--- config.mk ---
export PLATFORM = sky130hd
export DESIGN_NAME = mem_port_arbiter_flat
export DESIGN_NICKNAME = d
export VERILOG_FILES = /design/src/rtl/mem_port_arbiter_if.sv /design/src/rtl/mem_port_arbiter.sv /design/src/flat_wrapper.sv
export SDC_FILE = /design/constraint.sdc
export NUM_CORES = 1
export LEC_CHECK = 0
export ABC_AREA = 1
export CAP_MARGIN = 10
export CELL_PAD_IN_SITES_DETAIL_PLACEMENT = 0
export CELL_PAD_IN_SITES_GLOBAL_PLACEMENT = 1
export CORE_MARGIN = 4
export CORE_UTILIZATION = 26
export CTS_CLUSTER_DIAMETER = 200
export CTS_CLUSTER_SIZE = 14
export DETAILED_ROUTE_END_ITERATION = 6
export PLACE_DENSITY = 0.89
export SYNTH_ARGS = -nofsm -noshare
export SYNTH_HDL_FRONTEND = slang
export SYNTH_SLANG_ARGS = --single-unit
--- constraint.sdc ---
create_clock -name clk -period 1.5 [get_ports clk]
set_input_delay 0.15 -clock clk [delete_from_list [all_inputs] [get_ports clk]]
set_output_delay 0.15 -clock clk [all_outputs]
set_load 0.05 [all_outputs]
--- src/rtl/mem_port_arbiter_if.sv ---
// Request ports of fetch (0) and load/store (1) plus the memory-side steering/access bus.
`timescale 1ns/1ps
interface mem_port_arbiter_if #(
   parameter int DWIDTH = 32,
   parameter int AWIDTH = 32
);
   logic              req0;
   logic [AWIDTH-1:0] addr0;
   logic              req1;
   logic [AWIDTH-1:0] addr1;
   logic              we1;
   logic [DWIDTH-1:0] wdata1;
   logic              gnt0;
   logic              gnt1;
   logic              done0;
   logic              done1;
   logic [DWIDTH-1:0] rdata;
   logic              mem_sel;
   logic              mem_en;
   logic              mem_we;
   logic [AWIDTH-1:0] mem_addr;
   logic [DWIDTH-1:0] mem_wdata;
   logic [DWIDTH-1:0] mem_rdata;

   modport slave (
      input  req0, addr0, req1, addr1, we1, wdata1, mem_rdata,
      output gnt0, gnt1, done0, done1, rdata, mem_sel, mem_en, mem_we, mem_addr, mem_wdata
   );

   modport master (
      output req0, addr0, req1, addr1, we1, wdata1, mem_rdata,
      input  gnt0, gnt1, done0, done1, rdata, mem_sel, mem_en, mem_we, mem_addr, mem_wdata
   );
endinterface

--- src/rtl/mem_port_arbiter.sv ---
// Two-port arbiter for a single-ported memory: alternating priority, fixed-latency
// access sequencing, registered outputs and a one-cycle done pulse to the winner.
`timescale 1ns/1ps
module mem_port_arbiter #(
   parameter int DWIDTH      = 32,
   parameter int AWIDTH      = 32,
   parameter int MEM_LATENCY = 2
) (
   input  logic              clk,
   input  logic              rst_n,
   mem_port_arbiter_if.slave bus
);

   typedef enum logic [1:0] {IDLE, BUSY, DONE} state_t;

   localparam logic [3:0] CNT_INIT = 4'(MEM_LATENCY - 1);

   state_t     state;
   logic [3:0] cnt;
   logic       last_served;
   logic       pick1;

   // Port 1 wins when alone, or on contention when port 0 was served last.
   assign pick1 = bus.req1 & (~bus.req0 | ~last_served);

   // NOTE: all state and outputs use non-blocking assignments so every register
   // samples pre-edge values; the reset branch is synchronous and clears everything.
   always_ff @(posedge clk) begin
      if (!rst_n) begin
         state         <= IDLE;
         cnt           <= '0;
         last_served   <= 1'b1;
         bus.gnt0      <= 1'b0;
         bus.gnt1      <= 1'b0;
         bus.done0     <= 1'b0;
         bus.done1     <= 1'b0;
         bus.rdata     <= {DWIDTH{1'b0}};
         bus.mem_sel   <= 1'b0;
         bus.mem_en    <= 1'b0;
         bus.mem_we    <= 1'b0;
         bus.mem_addr  <= {AWIDTH{1'b0}};
         bus.mem_wdata <= {DWIDTH{1'b0}};
      end else begin
         unique case (state)
            IDLE: begin
               if (bus.req0 || bus.req1) begin
                  state       <= BUSY;
                  cnt         <= CNT_INIT;
                  last_served <= pick1;
                  bus.gnt0    <= ~pick1;
                  bus.gnt1    <= pick1;
                  bus.mem_sel <= pick1;
                  bus.mem_en  <= 1'b1;
                  if (pick1) begin
                     bus.mem_addr  <= bus.addr1;
                     bus.mem_wdata <= bus.wdata1;
                     bus.mem_we    <= bus.we1;
                  end else begin
                     bus.mem_addr  <= bus.addr0;
                     bus.mem_we    <= 1'b0;
                  end
               end
            end

            BUSY: begin
               if (cnt != 4'd0) begin
                  cnt <= cnt - 4'd1;
               end else begin
                  // Captured on stores as well; the requester ignores it then.
                  bus.rdata  <= bus.mem_rdata;
                  bus.mem_en <= 1'b0;
                  bus.mem_we <= 1'b0;
                  bus.done0  <= bus.gnt0;
                  bus.done1  <= bus.gnt1;
                  bus.gnt0   <= 1'b0;
                  bus.gnt1   <= 1'b0;
                  state      <= DONE;
               end
            end

            DONE: begin
               bus.done0 <= 1'b0;
               bus.done1 <= 1'b0;
               state     <= IDLE;
            end

            default: state <= IDLE;
         endcase
      end
   end

endmodule

--- src/flat_wrapper.sv ---
// flat-port wrapper written by rule: the top's interface ports become plain ports
module mem_port_arbiter_flat 
#(
   parameter int DWIDTH      = 32,
   parameter int AWIDTH      = 32,
   parameter int MEM_LATENCY = 2
)
  (clk, rst_n, bus_req0, bus_addr0, bus_req1, bus_addr1, bus_we1, bus_wdata1, bus_mem_rdata, bus_gnt0, bus_gnt1, bus_done0, bus_done1, bus_rdata, bus_mem_sel, bus_mem_en, bus_mem_we, bus_mem_addr, bus_mem_wdata);
  mem_port_arbiter_if #(.DWIDTH(DWIDTH), .AWIDTH(AWIDTH)) bus_i ();
  input  logic clk;
  input  logic rst_n;
  input wire logic [$bits(bus_i.req0)-1:0] bus_req0;
  input wire logic [$bits(bus_i.addr0)-1:0] bus_addr0;
  input wire logic [$bits(bus_i.req1)-1:0] bus_req1;
  input wire logic [$bits(bus_i.addr1)-1:0] bus_addr1;
  input wire logic [$bits(bus_i.we1)-1:0] bus_we1;
  input wire logic [$bits(bus_i.wdata1)-1:0] bus_wdata1;
  input wire logic [$bits(bus_i.mem_rdata)-1:0] bus_mem_rdata;
  output wire logic [$bits(bus_i.gnt0)-1:0] bus_gnt0;
  output wire logic [$bits(bus_i.gnt1)-1:0] bus_gnt1;
  output wire logic [$bits(bus_i.done0)-1:0] bus_done0;
  output wire logic [$bits(bus_i.done1)-1:0] bus_done1;
  output wire logic [$bits(bus_i.rdata)-1:0] bus_rdata;
  output wire logic [$bits(bus_i.mem_sel)-1:0] bus_mem_sel;
  output wire logic [$bits(bus_i.mem_en)-1:0] bus_mem_en;
  output wire logic [$bits(bus_i.mem_we)-1:0] bus_mem_we;
  output wire logic [$bits(bus_i.mem_addr)-1:0] bus_mem_addr;
  output wire logic [$bits(bus_i.mem_wdata)-1:0] bus_mem_wdata;
  assign bus_i.req0 = bus_req0;
  assign bus_i.addr0 = bus_addr0;
  assign bus_i.req1 = bus_req1;
  assign bus_i.addr1 = bus_addr1;
  assign bus_i.we1 = bus_we1;
  assign bus_i.wdata1 = bus_wdata1;
  assign bus_i.mem_rdata = bus_mem_rdata;
  assign bus_gnt0 = bus_i.gnt0;
  assign bus_gnt1 = bus_i.gnt1;
  assign bus_done0 = bus_i.done0;
  assign bus_done1 = bus_i.done1;
  assign bus_rdata = bus_i.rdata;
  assign bus_mem_sel = bus_i.mem_sel;
  assign bus_mem_en = bus_i.mem_en;
  assign bus_mem_we = bus_i.mem_we;
  assign bus_mem_addr = bus_i.mem_addr;
  assign bus_mem_wdata = bus_i.mem_wdata;
  mem_port_arbiter #(.DWIDTH(DWIDTH), .AWIDTH(AWIDTH), .MEM_LATENCY(MEM_LATENCY)) u_core (.clk(clk), .rst_n(rst_n), .bus(bus_i));
endmodule
==> metrics.yaml, run 1 <==
rsz0062_at_grt: "yes"
power.density_nw_per_um2: 1420
power.net_switching_w: 0.00396
ys_top_cells_by_area: "dfxtp_1, nor2_1, nand2_1"
grt_pass1_wl_um: 20900
p_sw_share_pct: 40.1
area.growth.synth_to_final_pct: 61.7
io_buffers: 235
syn_nets: 710
clock-sinks: 110
rows: 46
fillers: 1615
ctsHoldBuffers: 0
first_pass_iters: 4
p_clk_share_pct: 23.3
pwr-share-comb_pct: 40.2
die_w_um: 137
antenna_found_initial: 0
async_flop_share_pct: 0
cts_root_buf: "clkbuf_16"
start_util_pct: 26.8
arrival_ps: 1700
fp.coreArea_um2: 16100
critPathRequiredTime_ps: 1730
holdPathStages: 3
grt_pass1_vias: 4274
synth_cell_types: 22
fin_crit_ps: 1470
hold_class: "in -> reg"
post_cts_buffers: 0
antennaDiodeCount: 0
p_seq_share_pct: 36.5
nNetsFinal: 945
utilization_pct: 43.3
wl_per_cell_um: 13.1
grt_max_degree: 54
leakagePower_nw: 3.04
yosysWarnings: 0
grt_use_met1_pct: 16.2
cts_buffers: 9
postSynthAreaPerCell_um2: 7.48
max-vdd-ir-drop_uv: 508
ys_seq_area_share_pct: 51.2
final_layout_size_suffix_gt1_share_pct: 19.3
crit_path_max_fanout: 24
routed_wl_um: 13500
clk_pin_slew_worst_paths_ps: 80
dp_hpwl_um: 10200
syn-cell-area_um2: 4300
setup_violations: 0
synth.top_cell.area_share_pct: 51.2
p_int_w: 0.00592
skew_ps: 8.45
final_area_um2: 6960
top_usage_layer: "met2"
clk_latency_ps: 350
grt_use_met3_pct: 5.44
fin_crit_sh_pct: 98.2
track_usage_pct: 14.0
reg2regPathDepth: 6
overflow: 0
slew_viol_final: 0
drt-initial-drc-count: 142
relSlewSlack_pct: 77.0
synth_common_cells: "nor2_1, dfxtp_1, nand2_1"
vias: 4427
htreeDepth: 3
crit_type: "reg -> reg"
cp-end-kind: "flip-flop"
vias_per_cell: 4.29
cp-start-kind: "flip-flop"
synth.most_common_cell: "nor2_1"
dieArea_um2: 18700
cap_violations: 0
drc: 0
synth_top_cell_by_area: "dfxtp_1"
place_congestion: 0.712
dpl_cell_area_um2: 6670
status: "completed"
netlist_instances: 575
worstMarginPinSlew_ps: 345
hold_violations: 0
io_pins: 236
synth_edf_count: 0
die_y_um: 137
tritoncts: "done"
drt.antenna.violating_nets: 0
use_met2_pct: 23.5
synth_flop_cell: "dfxtp_1"
clock_path_buffers: 2
ys_ff_latch: 110
max_freq_mhz: 679
[state kept, by name (all words and copies together) (netlist names)]
signal	cells
u_core.bus.done0	1
u_core.bus.done1	1
u_core.bus.gnt0	1
u_core.bus.gnt1	1
u_core.bus.mem_addr	32
u_core.bus.mem_en	1
u_core.bus.mem_sel	1
u_core.bus.mem_wdata	32
u_core.bus.mem_we	1
u_core.bus.rdata	32
u_core.cnt	4
u_core.last_served	1
u_core.state	2
[power groups by stage]
stage	clock [W]	combinational [W]	sequential, W
after floorplan	0	0.00123	0.00508
after global placement	0	0.00399	0.00366
after detailed placement	0	0.00401	0.00368
after CTS	0.00239	0.00402	0.00361
after global routing	0.00250	0.00429	0.00366
final	0.00230	0.00397	0.00361
[cell families after synthesis]
logic type                 after synthesis  synth area share, %
AOI/OAI and AO/OA                      140                 16.4
adders and majority gates                2                0.582
buffers and inverters                   51                 7.07
DFF                                    110                 51.2
and+or+nand+nor                        272                 24.8
[metrics by stage]
step                      power (W)  setup WS [ps]  std cells  hold slack, ps  TNS, ps
after detailed placement    0.00768           -166       1015             450    -7320
after floorplan             0.00631            269        575             286        0
after global placement      0.00766           -124       1015             451    -5370
after global routing         0.0105          -8.96       1031             132    -8.96
final                       0.00988           26.6       1031             123        0
after CTS                    0.0100           32.4       1031             109        0
[final timing paths]
| kind | from | endpoint | slack (ps) |
|---|---|---|---|
| hold reg to reg | u_core.last_served | u_core.last_served | 470 |
| setup reg to reg | u_core.cnt[1] | u_core.bus.rdata[24] | 30 |
| hold / removal | rst_n | u_core.cnt[1] | 120 |
| setup / recovery | u_core.cnt[1] | u_core.bus.rdata[24] | 30 |
[per-layer routing]
layer	up-vias	share of wire, %
li1	2314	-
met1	1926	43
met2	175	45
met3	12	11
met4	0	1.2
met5	-	0
[cell type report]
type / instances / area [um2] / area share [%]
repair buffers: 261 / 2350 / 33.7
clock inverters: 6 / 53.8 / 0.774
inverters: 14 / 57.6 / 0.827
flip-flops and latches: 110 / 2200 / 31.7
clock buffers: 10 / 229 / 3.29
multi-input cells: 414 / 1800 / 25.8
well taps: 216 / 270 / 3.89
[cell usage in the layout, fill, tap and decap left out, types with 3 or more instances in the layout]
cell type          n
buf_4            124
a21oi_1           39
o21ai_0           35
buf_12             5
clkinv_4           3
o21ai_1           65
nand2_1           87
clkbuf_16          9
inv_1              9
inv_2              3
dfxtp_1          110
nor2_1           170
nand3_1            9
clkdlybuf4s50_1  131
[worst max-delay path: stages, from the launching register on]
cell,delay [ps]
dfxtp_1,320
inv_1,90
ha_1,190
nand3_2,180
buf_12,210
o21ai_0,270
nor2_1,80
[repair_timing]
action,CTS,global route
endpoints found under the hold margin,0,0
pin swaps,0,0
endpoints found under the setup margin,20,1
gates resized for setup,2,0
(Power assumes the default switching activity.)
==> run 2: changes to the inputs <==
--- a/config.mk
+++ b/config.mk
@@ -10,11 +10,12 @@
 export CELL_PAD_IN_SITES_DETAIL_PLACEMENT = 0
 export CELL_PAD_IN_SITES_GLOBAL_PLACEMENT = 1
 export CORE_MARGIN = 4
-export CORE_UTILIZATION = 26
+export CORE_UTILIZATION = 40
 export CTS_CLUSTER_DIAMETER = 200
 export CTS_CLUSTER_SIZE = 14
 export DETAILED_ROUTE_END_ITERATION = 6
-export PLACE_DENSITY = 0.89
+export DONT_BUFFER_PORTS = 1
+export PLACE_DENSITY = 0.84
 export SYNTH_ARGS = -nofsm -noshare
 export SYNTH_HDL_FRONTEND = slang
 export SYNTH_SLANG_ARGS = --single-unit
==> run 2 against run 1 <==
Effect of this change:
- combinational power down 11%
- highest routed layer unchanged
- register-to-register slack improved by 80 ps
- total power down 8.8%
- clock power is 20% lower
- via count fell by 4.4%
- core utilization increased by 11 points
- worst setup slack gained 83 ps
- cell count down 18%
- sequential share of layout area up 7.0 points
- the run now ends with hold timing left
- wire length down 5.9%
- worst hold slack worse by 220 ps
- global-route usage grew 5.1 points
==> metrics.yaml, run 2 (same netlist as run 1, synthesis figures left out) <==
status: "finished with violations"
io_buffers: 0
grt_pass1_wl_um: 19600
drt-initial-drc-count: 279
routed_wl_um: 12700
p_clk_share_pct: 20.4
crit_type: "reg -> reg"
rows: 37
max-vdd-ir-drop_uv: 706
largestRegisters: "u_core.bus.mem_addr: 32 flops, u_core.bus.mem_wdata: 32 flops, u_core.bus.rdata: 32 flops"
slew_viol_final: 0
final_common_cell: "nor2_1"
holdWs_ps: -94.6
grt_max_degree: 105
cts_buffers: 9
die_y_um: 112
fillers: 938
setup_violations: 0
tritoncts: "done"
violations: "hold timing"
final_layout_size_suffix_gt1_share_pct: 19.2
nNetsFinal: 834
max_freq_mhz: 719
p_sw_share_pct: 41.4
wl_per_cell_um: 15.1
relSlewSlack_pct: 65.2
area.growth.synth_to_final_pct: 32.4
register_area_um2: 2200
grt_pass1_vias: 4001
dp_hpwl_um: 8660
rsz0062_at_grt: "no"
skew_ps: 7.74
p_int_w: 0.00528
pwr-share-comb_pct: 39.1
clock-sinks: 110
final_cell_mix: "nor2_1, dfxtp_1, buf_4, nand2_1, o21ai_1"
clock_path_buffers: 2
post_cts_buffers: 0
vias: 4231
worstMarginPinSlew_ps: 522
arrival_ps: 1660
overflow: 0
clk_pin_slew_worst_paths_ps: 100
antenna_found_initial: 0
dieArea_um2: 12500
fin_crit_sh_pct: 92.7
io_pins: 236
power.density_nw_per_um2: 1580
first_pass_iters: 4
vias_per_cell: 5.03
hold_class: "in -> reg"
power_w: 0.00901
drt.antenna.violating_nets: 0
start_util_pct: 41.3
fp.coreArea_um2: 10400
crit_path_max_fanout: 65
clk_latency_ps: 370
drc: 0
critPathRequiredTime_ps: 1770
p_seq_share_pct: 40.5
cp-end-kind: "flip-flop"
die_w_um: 112
htreeDepth: 3
multi_input_area_um2: 1800
leakagePower_nw: 2.53
tns_ps: 0
cts_root_buf: "clkbuf_8"
cap_violations: 0
place_congestion: 0.813
cp-start-kind: "flip-flop"
hold_violations: 88
track_usage_pct: 19.1
fin_crit_ps: 1390
power.net_switching_w: 0.00373
-- run 2: changes by cell type in the layout (fill, tap and decap cells not counted), moves of 2 or more --
cell	before	now
inv_8	2	0
clkdlybuf4s50_1	131	0
buf_12	5	1
clkbuf_16	9	0
a21oi_1	39	37
inv_6	0	2
clkbuf_8	0	11
a21oi_2	0	2
clkinv_4	3	0
dlygate4sd3_1	0	45
buf_4	124	104
-- run 2: what timing repair did --
| action | in CTS | in global routing |
|---|---|---|
| setup endpoints to repair | 0 | 60 |
| gates resized for setup | 0 | 5 |
| hold endpoints to repair | 104 | 100 |
| hold buffers | 31 | 14 |
-- run 2: stage by stage --
| stage | setup WS (ps) | cells | area (um2) | util (%) | hold slack, ps |
|---|---|---|---|---|---|
| finish | 110 | 841 | 5700 | 54.7 | -94.6 |
| floorplan | 269 | 575 | 4300 | - | 286 |
| CTS | 11.1 | 826 | 5540 | 53.2 | -156 |
| global route | 1.85 | 840 | 5690 | 54.7 | -165 |
| detailed placement | 37.8 | 779 | 5020 | 48.2 | 257 |
| global placement | 116 | 779 | 5020 | 48.2 | 252 |
-- run 2: final timing paths --
kind                                          from                 endpoint  cells after the start  slack (ps)
worst min-delay path                         rst_n       u_core.last_served                      1         -90
worst min register to register  u_core.bus.mem_sel       u_core.bus.mem_sel                      2         480
worst max register to register     u_core.state[1]  u_core.bus.mem_addr[23]                      7         110
worst max-delay path               u_core.state[1]  u_core.bus.mem_addr[23]                      7         110
-- run 2: layout make-up --
cell class	instances	area share, %
clock buffers	11	2.66
inverters	14	1.05
multi-input cells	414	31.6
repair buffers	150	22.0
clock inverters	5	0.988
well taps	136	2.99
diodes	1	0.0439
flip-flops and latches	110	38.7
-- run 2: power by group through the flow --
| stage | logic [W] | clock network, W | registers [W] |
|---|---|---|---|
| floorplan | 0.00123 | 0 | 0.00508 |
| global placement | 0.00334 | 0 | 0.00370 |
| detailed placement | 0.00341 | 0 | 0.00371 |
| CTS | 0.00348 | 0.00190 | 0.00365 |
| global route | 0.00378 | 0.00204 | 0.00369 |
| finish | 0.00352 | 0.00184 | 0.00365 |
-- run 2: worst max-delay path: stages (launching register included) --
cell and delay, ps:
dfxtp_1 360, inv_2 70, nand2_1 70, nor2_4 150, buf_12 270, nand2_1 110, a21oi_1 170, nor2_1 60
-- run 2: metal layers --
metal | up-vias | track usage, % | wire length, um
met2 | 209 | 33.7 | 6530
met3 | 21 | 5.71 | 1070
met4 | 0 | 7.87 | 269
li1 | 2092 | - | -
met1 | 1909 | 21.5 | 4870
met5 | - | 0 | 0
==> run 3: changes to the inputs <==
--- a/config.mk
+++ b/config.mk
@@ -11,8 +11,6 @@
 export CELL_PAD_IN_SITES_GLOBAL_PLACEMENT = 1
 export CORE_MARGIN = 4
 export CORE_UTILIZATION = 40
-export CTS_CLUSTER_DIAMETER = 200
-export CTS_CLUSTER_SIZE = 14
 export DETAILED_ROUTE_END_ITERATION = 6
 export DONT_BUFFER_PORTS = 1
 export PLACE_DENSITY = 0.84
==> results of run 3 <==
Same layout as run 2: the final DEF is identical, and so are final timing and power.
